===== src/rtl/soft_tbm_trigger_ctrl_if.sv =====
// rtl/soft_tbm_trigger_ctrl_if.sv - control, request and event bus of the soft TBM trigger scheduler
interface soft_tbm_trigger_ctrl_if #(
    parameter int LOST_W = 8
);
    logic              sync;
    logic              enable;
    logic              sw_stb;
    logic [4:0]        sw_cmd;
    logic              ext_ena;
    logic              ext_trg;
    logic              per_ena;
    logic [15:0]       per_period;
    logic              cal_trg_ena;
    logic [7:0]        cal_trg_dly;
    logic [7:0]        min_gap;
    logic [4:0]        trg_out;
    logic              busy;
    logic [15:0]       trg_count;
    logic [LOST_W-1:0] lost_count;

    modport master (
        output sync, enable, sw_stb, sw_cmd, ext_ena, ext_trg, per_ena, per_period,
               cal_trg_ena, cal_trg_dly, min_gap,
        input  trg_out, busy, trg_count, lost_count
    );

    modport slave (
        input  sync, enable, sw_stb, sw_cmd, ext_ena, ext_trg, per_ena, per_period,
               cal_trg_ena, cal_trg_dly, min_gap,
        output trg_out, busy, trg_count, lost_count
    );
endinterface


===== src/rtl/soft_tbm_trigger_ctrl.sv =====
// rtl/soft_tbm_trigger_ctrl.sv - merges sw/ext/periodic/cal->trg requests into one-hot TBM events per sync tick
module soft_tbm_trigger_ctrl #(
    parameter int SYNC_STAGES = 2,
    parameter int LOST_W      = 8
) (
    input  logic                    clk,
    input  logic                    reset,
    soft_tbm_trigger_ctrl_if.slave  bus
);
    // event bus bit positions
    localparam int SYN = 0;
    localparam int TRG = 1;
    localparam int RSR = 2;
    localparam int RST = 3;
    localparam int CAL = 4;

    logic [SYNC_STAGES-1:0] ext_sync;
    logic                   ext_prev;
    logic                   ext_hold;
    logic [4:0]             sw_hold;
    logic [4:0]             pend;
    logic [4:0]             trg_out;
    logic [7:0]             gap;
    logic [7:0]             cal_tmr;
    logic [15:0]            per_cnt;
    logic [15:0]            trg_count;
    logic [LOST_W-1:0]      lost;

    logic [4:0]        sw_src;
    logic              ext_src;
    logic [4:0]        sel;
    logic [7:0]        cal_d;
    logic              cancel;
    logic              cal_start;
    logic              cal_fire;
    logic              per_on;
    logic              per_fire;
    logic [2:0]        n_trg;
    logic [2:0]        lost_inc;
    logic [LOST_W:0]   lost_sum;
    logic [LOST_W-1:0] lost_next;
    logic [4:0]        pend_clr;
    logic [4:0]        pend_set;

    // Requests seen between ticks are parked here so a low sync never drops them.
    assign sw_src  = sw_hold | (bus.sw_stb ? bus.sw_cmd : 5'b0);
    assign ext_src = ext_hold | (bus.ext_ena & ext_sync[SYNC_STAGES-1] & ~ext_prev);

    always_comb begin
        sel = 5'b0;
        if (bus.enable && gap == 8'd0 && pend != 5'b0) begin
            if (pend[RST])      sel[RST] = 1'b1;
            else if (pend[RSR]) sel[RSR] = 1'b1;
            else if (pend[SYN]) sel[SYN] = 1'b1;
            else if (pend[CAL]) sel[CAL] = 1'b1;
            else                sel[TRG] = 1'b1;
        end
    end

    assign cal_d     = (bus.cal_trg_dly == 8'd0) ? 8'd1 : bus.cal_trg_dly;
    assign cancel    = sel[RST] | sel[RSR];
    assign cal_start = sel[CAL] & bus.cal_trg_ena;
    // Request fires one tick before the target so the pend register issues it on the target tick.
    assign cal_fire  = cal_start ? (cal_d == 8'd1) : (cal_tmr == 8'd1 && !cancel);
    assign per_on    = bus.per_ena && bus.per_period != 16'd0;
    assign per_fire  = per_on && per_cnt == bus.per_period - 16'd1;

    assign n_trg    = {2'b0, sw_src[TRG]} + {2'b0, ext_src} + {2'b0, per_fire} + {2'b0, cal_fire};
    assign lost_inc = (n_trg == 3'd0) ? 3'd0 :
                      (pend[TRG] && !sel[TRG]) ? n_trg : n_trg - 3'd1;
    assign lost_sum  = {1'b0, lost} + {{(LOST_W-2){1'b0}}, lost_inc};
    assign lost_next = lost_sum[LOST_W] ? {LOST_W{1'b1}} : lost_sum[LOST_W-1:0];

    assign pend_clr = sel | (sel[RST] ? 5'b10010 : 5'b0);
    assign pend_set = {sw_src[CAL], sw_src[RST], sw_src[RSR], n_trg != 3'd0, sw_src[SYN]};

    always_ff @(posedge clk or posedge reset) begin
        if (reset) begin
            ext_sync <= '0;
            ext_prev <= 1'b0;
            ext_hold <= 1'b0;
            sw_hold  <= 5'b0;
        end else begin
            ext_sync <= {ext_sync[SYNC_STAGES-2:0], bus.ext_trg};
            ext_prev <= ext_sync[SYNC_STAGES-1];
            if (bus.sync) begin
                ext_hold <= 1'b0;
                sw_hold  <= 5'b0;
            end else begin
                ext_hold <= ext_src;
                sw_hold  <= sw_src;
            end
        end
    end

    always_ff @(posedge clk or posedge reset) begin
        if (reset) begin
            pend      <= 5'b0;
            trg_out   <= 5'b0;
            gap       <= 8'd0;
            cal_tmr   <= 8'd0;
            per_cnt   <= 16'd0;
            trg_count <= 16'd0;
            lost      <= '0;
        end else if (bus.sync) begin
            pend    <= (pend & ~pend_clr) | pend_set;
            trg_out <= sel;
            gap     <= (sel != 5'b0) ? bus.min_gap : (gap != 8'd0 ? gap - 8'd1 : gap);

            if (cal_start)
                cal_tmr <= cal_d - 8'd1;
            else if (cancel)
                cal_tmr <= 8'd0;
            else if (cal_tmr != 8'd0)
                cal_tmr <= cal_tmr - 8'd1;

            if (!per_on || per_fire)
                per_cnt <= 16'd0;
            else
                per_cnt <= per_cnt + 16'd1;

            if (sel[RST] || sel[SYN])
                trg_count <= 16'd0;
            else if (sel[TRG])
                trg_count <= trg_count + 16'd1;

            lost <= lost_next;
        end
    end

    assign bus.trg_out    = trg_out;
    assign bus.busy       = (pend != 5'b0) || (cal_tmr != 8'd0);
    assign bus.trg_count  = trg_count;
    assign bus.lost_count = lost;
endmodule


===== src/flat_wrapper.sv =====
// flat-port wrapper written by rule: the top's interface ports become plain ports
module soft_tbm_trigger_ctrl_flat 
#(
    parameter int SYNC_STAGES = 2,
    parameter int LOST_W      = 8
)
  (clk, reset, bus_sync, bus_enable, bus_sw_stb, bus_sw_cmd, bus_ext_ena, bus_ext_trg, bus_per_ena, bus_per_period, bus_cal_trg_ena, bus_cal_trg_dly, bus_min_gap, bus_trg_out, bus_busy, bus_trg_count, bus_lost_count);
  soft_tbm_trigger_ctrl_if #(.LOST_W(LOST_W)) bus_i ();
  input  logic clk;
  input  logic reset;
  input wire logic [$bits(bus_i.sync)-1:0] bus_sync;
  input wire logic [$bits(bus_i.enable)-1:0] bus_enable;
  input wire logic [$bits(bus_i.sw_stb)-1:0] bus_sw_stb;
  input wire logic [$bits(bus_i.sw_cmd)-1:0] bus_sw_cmd;
  input wire logic [$bits(bus_i.ext_ena)-1:0] bus_ext_ena;
  input wire logic [$bits(bus_i.ext_trg)-1:0] bus_ext_trg;
  input wire logic [$bits(bus_i.per_ena)-1:0] bus_per_ena;
  input wire logic [$bits(bus_i.per_period)-1:0] bus_per_period;
  input wire logic [$bits(bus_i.cal_trg_ena)-1:0] bus_cal_trg_ena;
  input wire logic [$bits(bus_i.cal_trg_dly)-1:0] bus_cal_trg_dly;
  input wire logic [$bits(bus_i.min_gap)-1:0] bus_min_gap;
  output wire logic [$bits(bus_i.trg_out)-1:0] bus_trg_out;
  output wire logic [$bits(bus_i.busy)-1:0] bus_busy;
  output wire logic [$bits(bus_i.trg_count)-1:0] bus_trg_count;
  output wire logic [$bits(bus_i.lost_count)-1:0] bus_lost_count;
  assign bus_i.sync = bus_sync;
  assign bus_i.enable = bus_enable;
  assign bus_i.sw_stb = bus_sw_stb;
  assign bus_i.sw_cmd = bus_sw_cmd;
  assign bus_i.ext_ena = bus_ext_ena;
  assign bus_i.ext_trg = bus_ext_trg;
  assign bus_i.per_ena = bus_per_ena;
  assign bus_i.per_period = bus_per_period;
  assign bus_i.cal_trg_ena = bus_cal_trg_ena;
  assign bus_i.cal_trg_dly = bus_cal_trg_dly;
  assign bus_i.min_gap = bus_min_gap;
  assign bus_trg_out = bus_i.trg_out;
  assign bus_busy = bus_i.busy;
  assign bus_trg_count = bus_i.trg_count;
  assign bus_lost_count = bus_i.lost_count;
  soft_tbm_trigger_ctrl #(.SYNC_STAGES(SYNC_STAGES), .LOST_W(LOST_W)) u_core (.clk(clk), .reset(reset), .bus(bus_i));
endmodule

===== config.mk =====
export PLATFORM = sky130hd
export DESIGN_NAME = soft_tbm_trigger_ctrl_flat
export DESIGN_NICKNAME = d
export VERILOG_FILES = /design/src/rtl/soft_tbm_trigger_ctrl_if.sv /design/src/rtl/soft_tbm_trigger_ctrl.sv /design/src/flat_wrapper.sv
export SDC_FILE = /design/constraint.sdc
export NUM_CORES = 1
export LEC_CHECK = 0
export CAP_MARGIN = 20
export CELL_PAD_IN_SITES_DETAIL_PLACEMENT = 1
export CELL_PAD_IN_SITES_GLOBAL_PLACEMENT = 1
export CORE_MARGIN = 2
export CORE_UTILIZATION = 35
export DETAILED_ROUTE_END_ITERATION = 8
export DONT_BUFFER_PORTS = 1
export GPL_TIMING_DRIVEN = 0
export PLACE_DENSITY = 0.61
export SYNTH_ARGS = -nofsm -noshare
export SYNTH_HDL_FRONTEND = slang
export SYNTH_SLANG_ARGS = --single-unit
export TNS_END_PERCENT = 5

===== constraint.sdc =====
create_clock -name clk -period 13.42 [get_ports clk]
set_clock_uncertainty 0.1 [all_clocks]
set_input_delay 2.013 -clock clk [delete_from_list [all_inputs] [get_ports clk]]
set_output_delay 2.013 -clock clk [all_outputs]
set_load 0.03 [all_outputs]

==> Word-level counts from Yosys, hierarchy flattened <==
Index checks and enable logic that the tools add are counted.
{ "classes": {"add_sub_neg": 11, "n_eq_ne": 3, "mux": 29, "bitwise_logic": 11, "n_reduce_logical": 27} }
{ "ops": {"columns": ["op", "n"], "rows": [
  ["$mux W8", 7],
  ["$mux W16", 3],
  ["$add A16 B1 Y16 const B", 2],
  ["$sub A8 B1 Y8 const B", 3],
  ["$mux W5", 4],
  ["$eq A16 B16 Y1", 1],
  ["$eq A8 B1 Y1 const B", 2],
  ["$logic_not A8 Y1", 2],
  ["$reduce_bool A16 Y1", 1],
  ["$reduce_bool A8 Y1", 2],
  ["$sub A16 B1 Y16 const B", 1],
  ["$or A5 B5 Y5", 3],
  ["$mux W1", 11],
  ["$reduce_bool A5 Y1", 2],
  ["$add A8 B3 Y9", 1],
  ["$mux W3", 3],
  ["$add A3 B1 Y3", 2],
  ["$logic_and A1 B1 Y1", 6],
  ["$reduce_and A2 Y1", 3],
  ["$reduce_bool A3 Y1", 2],
  ["$and A5 B5 Y5", 1],
  ["$not A5 Y5", 1],
  ["$reduce_bool A2 Y1", 2],
  ["$and A1 B1 Y1", 3],
  ["8 further kinds", 13]
]} }
{ "word_totals": {"regBits": 75, "in_bits": 46} }

==> Depth between registers and ports, before layout <==
{ "logic_depth": {"depth_word": 15, "mapped_depth": 24} }

==> Worst setup path before layout <==
OpenSTA, ideal clock, no wires.
{ "synth_path": {"path_kind": "input -> register", "start": "in bus_per_period[0]", "end": "reg u_core.lost[7] (netlist: u_core.bus.lost_count[7])", "setup_ns": 0.125, "arrival_time_ns": 6.324, "required_ns": 13.195, "slack_ns": 6.871, "stages": 22, "path_buffers": 0, "cell_sequence": "inv_1 -> ha_1 -> nor3b_4 -> and3_1 -> or3_1 -> a221o_2 -> or4b_1 -> fa_1 -> inv_1 -> ha_1 -> inv_1 -> ha_1 -> ha_1 -> a211o_1 -> inv_1 -> ha_1 -> a21o_1 -> a21oi_1 -> nor2_1 -> and2_1 -> nand4_1 -> mux2_2"} }
{ "synth_via": {"elab_chain_cells": 10, "word_cells_on_any_way": 13, "classes_between": "add/sub (5); eq/ne (1); mux (3); reduce/logical (4)"} }
{ "synth_lines": {"columns": ["element", "line", "text"], "rows": [
  ["start: declaration", "flat_wrapper.sv:18", "input wire logic [$bits(bus_i.per_period)-1:0] bus_per_period;"],
  ["$sub A16 B1 Y16 / $reduce_bool A16 Y1 (equally long branches)", "soft_tbm_trigger_ctrl.sv:66, soft_tbm_trigger_ctrl.sv:65", null],
  ["$eq A16 B16 Y1 / $logic_and A1 B1 Y1 (equally long branches)", "soft_tbm_trigger_ctrl.sv:66, soft_tbm_trigger_ctrl.sv:65", null],
  ["$logic_and A1 B1 Y1 (*)", "soft_tbm_trigger_ctrl.sv:66", "assign per_fire = per_on && per_cnt == bus.per_period - 16'd1;"],
  ["$add A3 B1 Y3 (*) (2 in a row)", "soft_tbm_trigger_ctrl.sv:68", "assign n_trg = {2'b0, sw_src[TRG]} + {2'b0, ext_src} + {2'b0, per_fire} + {2'b0, cal_fire};"],
  ["$sub A3 B1 Y3", "soft_tbm_trigger_ctrl.sv:70", "(pend[TRG] && !sel[TRG]) ? n_trg : n_trg - 3'd1;"],
  ["$mux W3", "soft_tbm_trigger_ctrl.sv:70", null],
  ["$mux W3 (*)", "soft_tbm_trigger_ctrl.sv:69", "assign lost_inc = (n_trg == 3'd0) ? 3'd0 :"],
  ["$add A8 B3 Y9 (*)", "soft_tbm_trigger_ctrl.sv:71", "assign lost_sum = {1'b0, lost} + {{(LOST_W-2){1'b0}}, lost_inc};"],
  ["$mux W8 (*)", "soft_tbm_trigger_ctrl.sv:72", "assign lost_next = lost_sum[LOST_W] ? {LOST_W{1'b1}} : lost_sum[LOST_W-1:0];"],
  ["end signal: assignment", "soft_tbm_trigger_ctrl.sv:127", "lost <= lost_next;"],
  ["end: declaration", "soft_tbm_trigger_ctrl.sv:27", "logic [LOST_W-1:0] lost;"]
]} }
Every way passes the cells marked *; elsewhere a longest branch is shown, timed or not.
A chain may end at the register's enable or synchronous reset.

==> Worst setup path after layout <==
Same ends and word-level chain as after synthesis.

==> reports/qor.yml <==
clock_tree:
  clock_latency_ns: 0.34
  clock-root-buffer: "clkbuf_16"
  holdBufCountCts: 0
  cts_tree: "yes"
  cts_resized: 0
  cts-htree-levels: 3
  cts_sinks: 75
  cts_buffers: 9
  ctsLongestPathBuffers: 2
  post_cts_buffers: 0
  clk_pin_slew_ns: 0.06
synth:
  synth_edf_count: 0
  synth_compound_area_frac: 0.155
  synth-seq-cells: 75
  synth_cells: 542
  ys.warnings.count: 0
  synthMuxAreaShare: 0.00877
  synth.net_count: 607
  synthFlopType: "dfrtp_1"
  synth_cell_type_count: 64
  synthAdderAreaFrac: 0.0537
  synthSimpleGateAreaFrac: 0.254
  yosys.area_share.xor_xnor: 0.0930
  postSynthAreaPerCell_sq_um: 8.69
  ys_seq_area_frac: 0.399
  synth_top_family_by_area: "simple AND/OR/NAND/NOR gates"
  netlist_area_sq_um: 4710
  synthArstFlopShare: 1.00
sta:
  fin_crit_ns: 6.72
  setup_viol: 0
  finalMaxSlewViolations: 0
  tns_ns: 0
  fin_ws_ns: 6.70
  clock.fmax_ghz: 0.149
  period_share: 0.500
  max_slew_margin: 0.517
  hold_viol_final: 0
  rsz0062_at_grt: "no"
  worst_pin_slew_ns: 0.717
run_status:
  outcome: "completed"
critical_path:
  crit_family: "simple AND/OR/NAND/NOR gates"
  cp-start-kind: "primary input"
  worstPathRequired_ns: 13.55
  critPathMaxStageDelay_ns: 0.58
  cp_cell_sequence: "inv_1, ha_1, nor3b_4, xnor2_1, nand3b_1, a221o_2, or4b_1, fa_1, inv_1, ha_1, inv_1, ha_1, ha_1, a211o_1, inv_1, ha_1, a21o_1, a21oi_1, nor2_1, and2_1, nand4_1, mux2_2"
  crit_slowest_cell: "or4b_1"
  path_class: "in -> reg"
  path_common_cell: "ha_1"
  cp.arrival_ns: 6.84
  crit_fanout: 7
  path_buf_inv: 4
  crit_path_end_kind: "flip-flop"
grt:
  antenna_found_initial: 0
  grt_max_degree: 39
  grt_use_total: 0.188
  grt-ovfl-total: 0
  grt_pass1_vias: 4271
  grt_pass1_wl_mm: 21.5
route:
  route.detailed.drc: 0
  viasPerCell: 5.39
  routed_wl_mm: 12.6
  postRouteAntennaNets: 0
  dr.first_iter.drc_count: 183
  wl_per_cell_um: 17.2
  dr.pass1.iters: 4
  num_vias: 3964
floorplan:
  rows: 42
  die_x_um: 120
  io_pins: 76
  start_util: 0.357
  fp.dieH_um: 120
  core_area_sq_um: 13200
  dieArea_sq_um: 14400
final_layout:
  stdcell_count: 735
  final_cell_mix: "75 x dfrtp_1, 72 x nor2_1, 45 x nand2_1"
  area_delta_synth_final_pct: 12.1
  drive_gt1_frac: 0.0680
  stdcell_area_sq_um: 5280
  diodes: 0
  final_common_cell: "dfrtp_1"
  fin_nets: 619
pwr:
  p_leak_nw: 2.24
  powerDensity_nw_per_um2: 138
  p_total_mw: 0.727
  irDropWorstVdd_mv: 0.0539
placement:
  place_congestion: 0.798
  io_buffer_count: 0
  placed_cell_area_sq_um: 4950
  dpl.hpwl_mm: 9.55
  dp_cells: 719
  dp_slack_ns: 6.36
run:
  max-cap-violations: 0
worst_hold_path:
  hold_path_class: "reg -> reg"
layout make-up:
| type | instances | area (sq um) |
|---|---|---|
| repair buffers | 1 | 20.0 |
| inverters | 29 | 111 |
| clock inverters | 6 | 88.8 |
| clock buffers | 10 | 239 |
| multi-input cells | 423 | 2660 |
| plain buffers | 15 | 67.6 |
| well taps | 176 | 220 |
| fillers | 1568 | 7910 |
| flip-flops and latches | 75 | 1880 |
cells by family (layout without fill, tap and decap cells):
kind of cell    count (synthesis)  count (layout)
mux                             4               4
compound gates                119             119
simple gates                  231             231
fa+ha+maj                      19              19
flops                          75              75
xor+xnor                       50              50
buf+inv                        44              61
power by group:
group | internal, mW | switching [mW]
Combinational | 0.0600 | 0.0807
Clock | 0.168 | 0.0976
Sequential | 0.262 | 0.0594
Total | 0.490 | 0.238
cells in the mapped netlist, drive strengths merged (2+ instances only):
master,count,area (sq um)
a2111oi,2,23.8
a211o,2,17.5
a211oi,4,30.0
a21o,4,30.0
a21oi,36,184
a22oi,3,22.5
a31oi,4,25.0
and2,6,37.5
and3,5,31.3
and4,2,17.5
buf,4,26.3
clkbuf,11,41.3
dfrtp,75,1880
fa,2,40.0
ha,17,213
inv,29,109
mux2i,3,30.0
nand2,45,169
nand2b,8,50.1
nand3,23,115
nand3b,3,22.5
nand4,14,93.8
nor2,73,277
nor2b,5,31.3
nor3,15,75.1
nor3b,2,26.3
nor4,10,98.8
nor4b,2,17.5
o211ai,7,52.6
o21a,2,15.0
o21ai,40,200
o21bai,2,15.0
o22ai,2,12.5
o2bb2ai,2,17.5
or2,3,18.8
or3,9,56.3
xnor2,24,210
xor2,26,228
layer usage:
layer | part of all wire | routed length (um) | GRT usage
met1 | 0.45 | 5750 | 0.240
met2 | 0.47 | 5930 | 0.298
met3 | 0.060 | 753 | 0.0589
met4 | 0.017 | 210 | 0.0699
met5 | 0 | 0 | 0
path summary, 6_finish.rpt:
check,slack (ns),cells past startpoint,start,end
setup reg to reg,8.02,20,u_core.gap[2]$_DFFE_PP0P_,u_core.bus.lost_count[7]$_DFFE_PP0P_
max in group asynchronous,11.17,2,reset,u_core.cal_tmr[2]$_DFFE_PP0P_
hold / removal,0.25,0,u_core.ext_sync[0]$_DFF_PP0_,u_core.ext_sync[1]$_DFF_PP0_
hold reg to reg,0.25,0,u_core.ext_sync[0]$_DFF_PP0_,u_core.ext_sync[1]$_DFF_PP0_
setup / recovery,6.70,22,bus_per_period[0],u_core.bus.lost_count[7]$_DFFE_PP0P_
min in group asynchronous,1.47,1,reset,u_core.per_cnt[10]$_DFFE_PP0P_
per-stage QoR:
stage	hold WS, ns	utilization
6_report	0.254	0.400
5_1_grt	0.270	0.400
4_1_cts	0.260	0.400
3_5_place_dp	0.246	0.375
3_3_place_gp	0.234	0.374
2_1_floorplan	0.231	-
registers in the layout (all words and copies together), names as in the netlist:
name                   count
u_core.bus.trg_out         5
u_core.gap                 8
u_core.pend                5
u_core.ext_prev            1
u_core.ext_sync            2
u_core.sw_hold             5
u_core.cal_tmr             8
u_core.bus.trg_count      16
u_core.bus.lost_count      8
u_core.ext_hold            1
u_core.per_cnt            16
(Power assumes the default switching activity.)
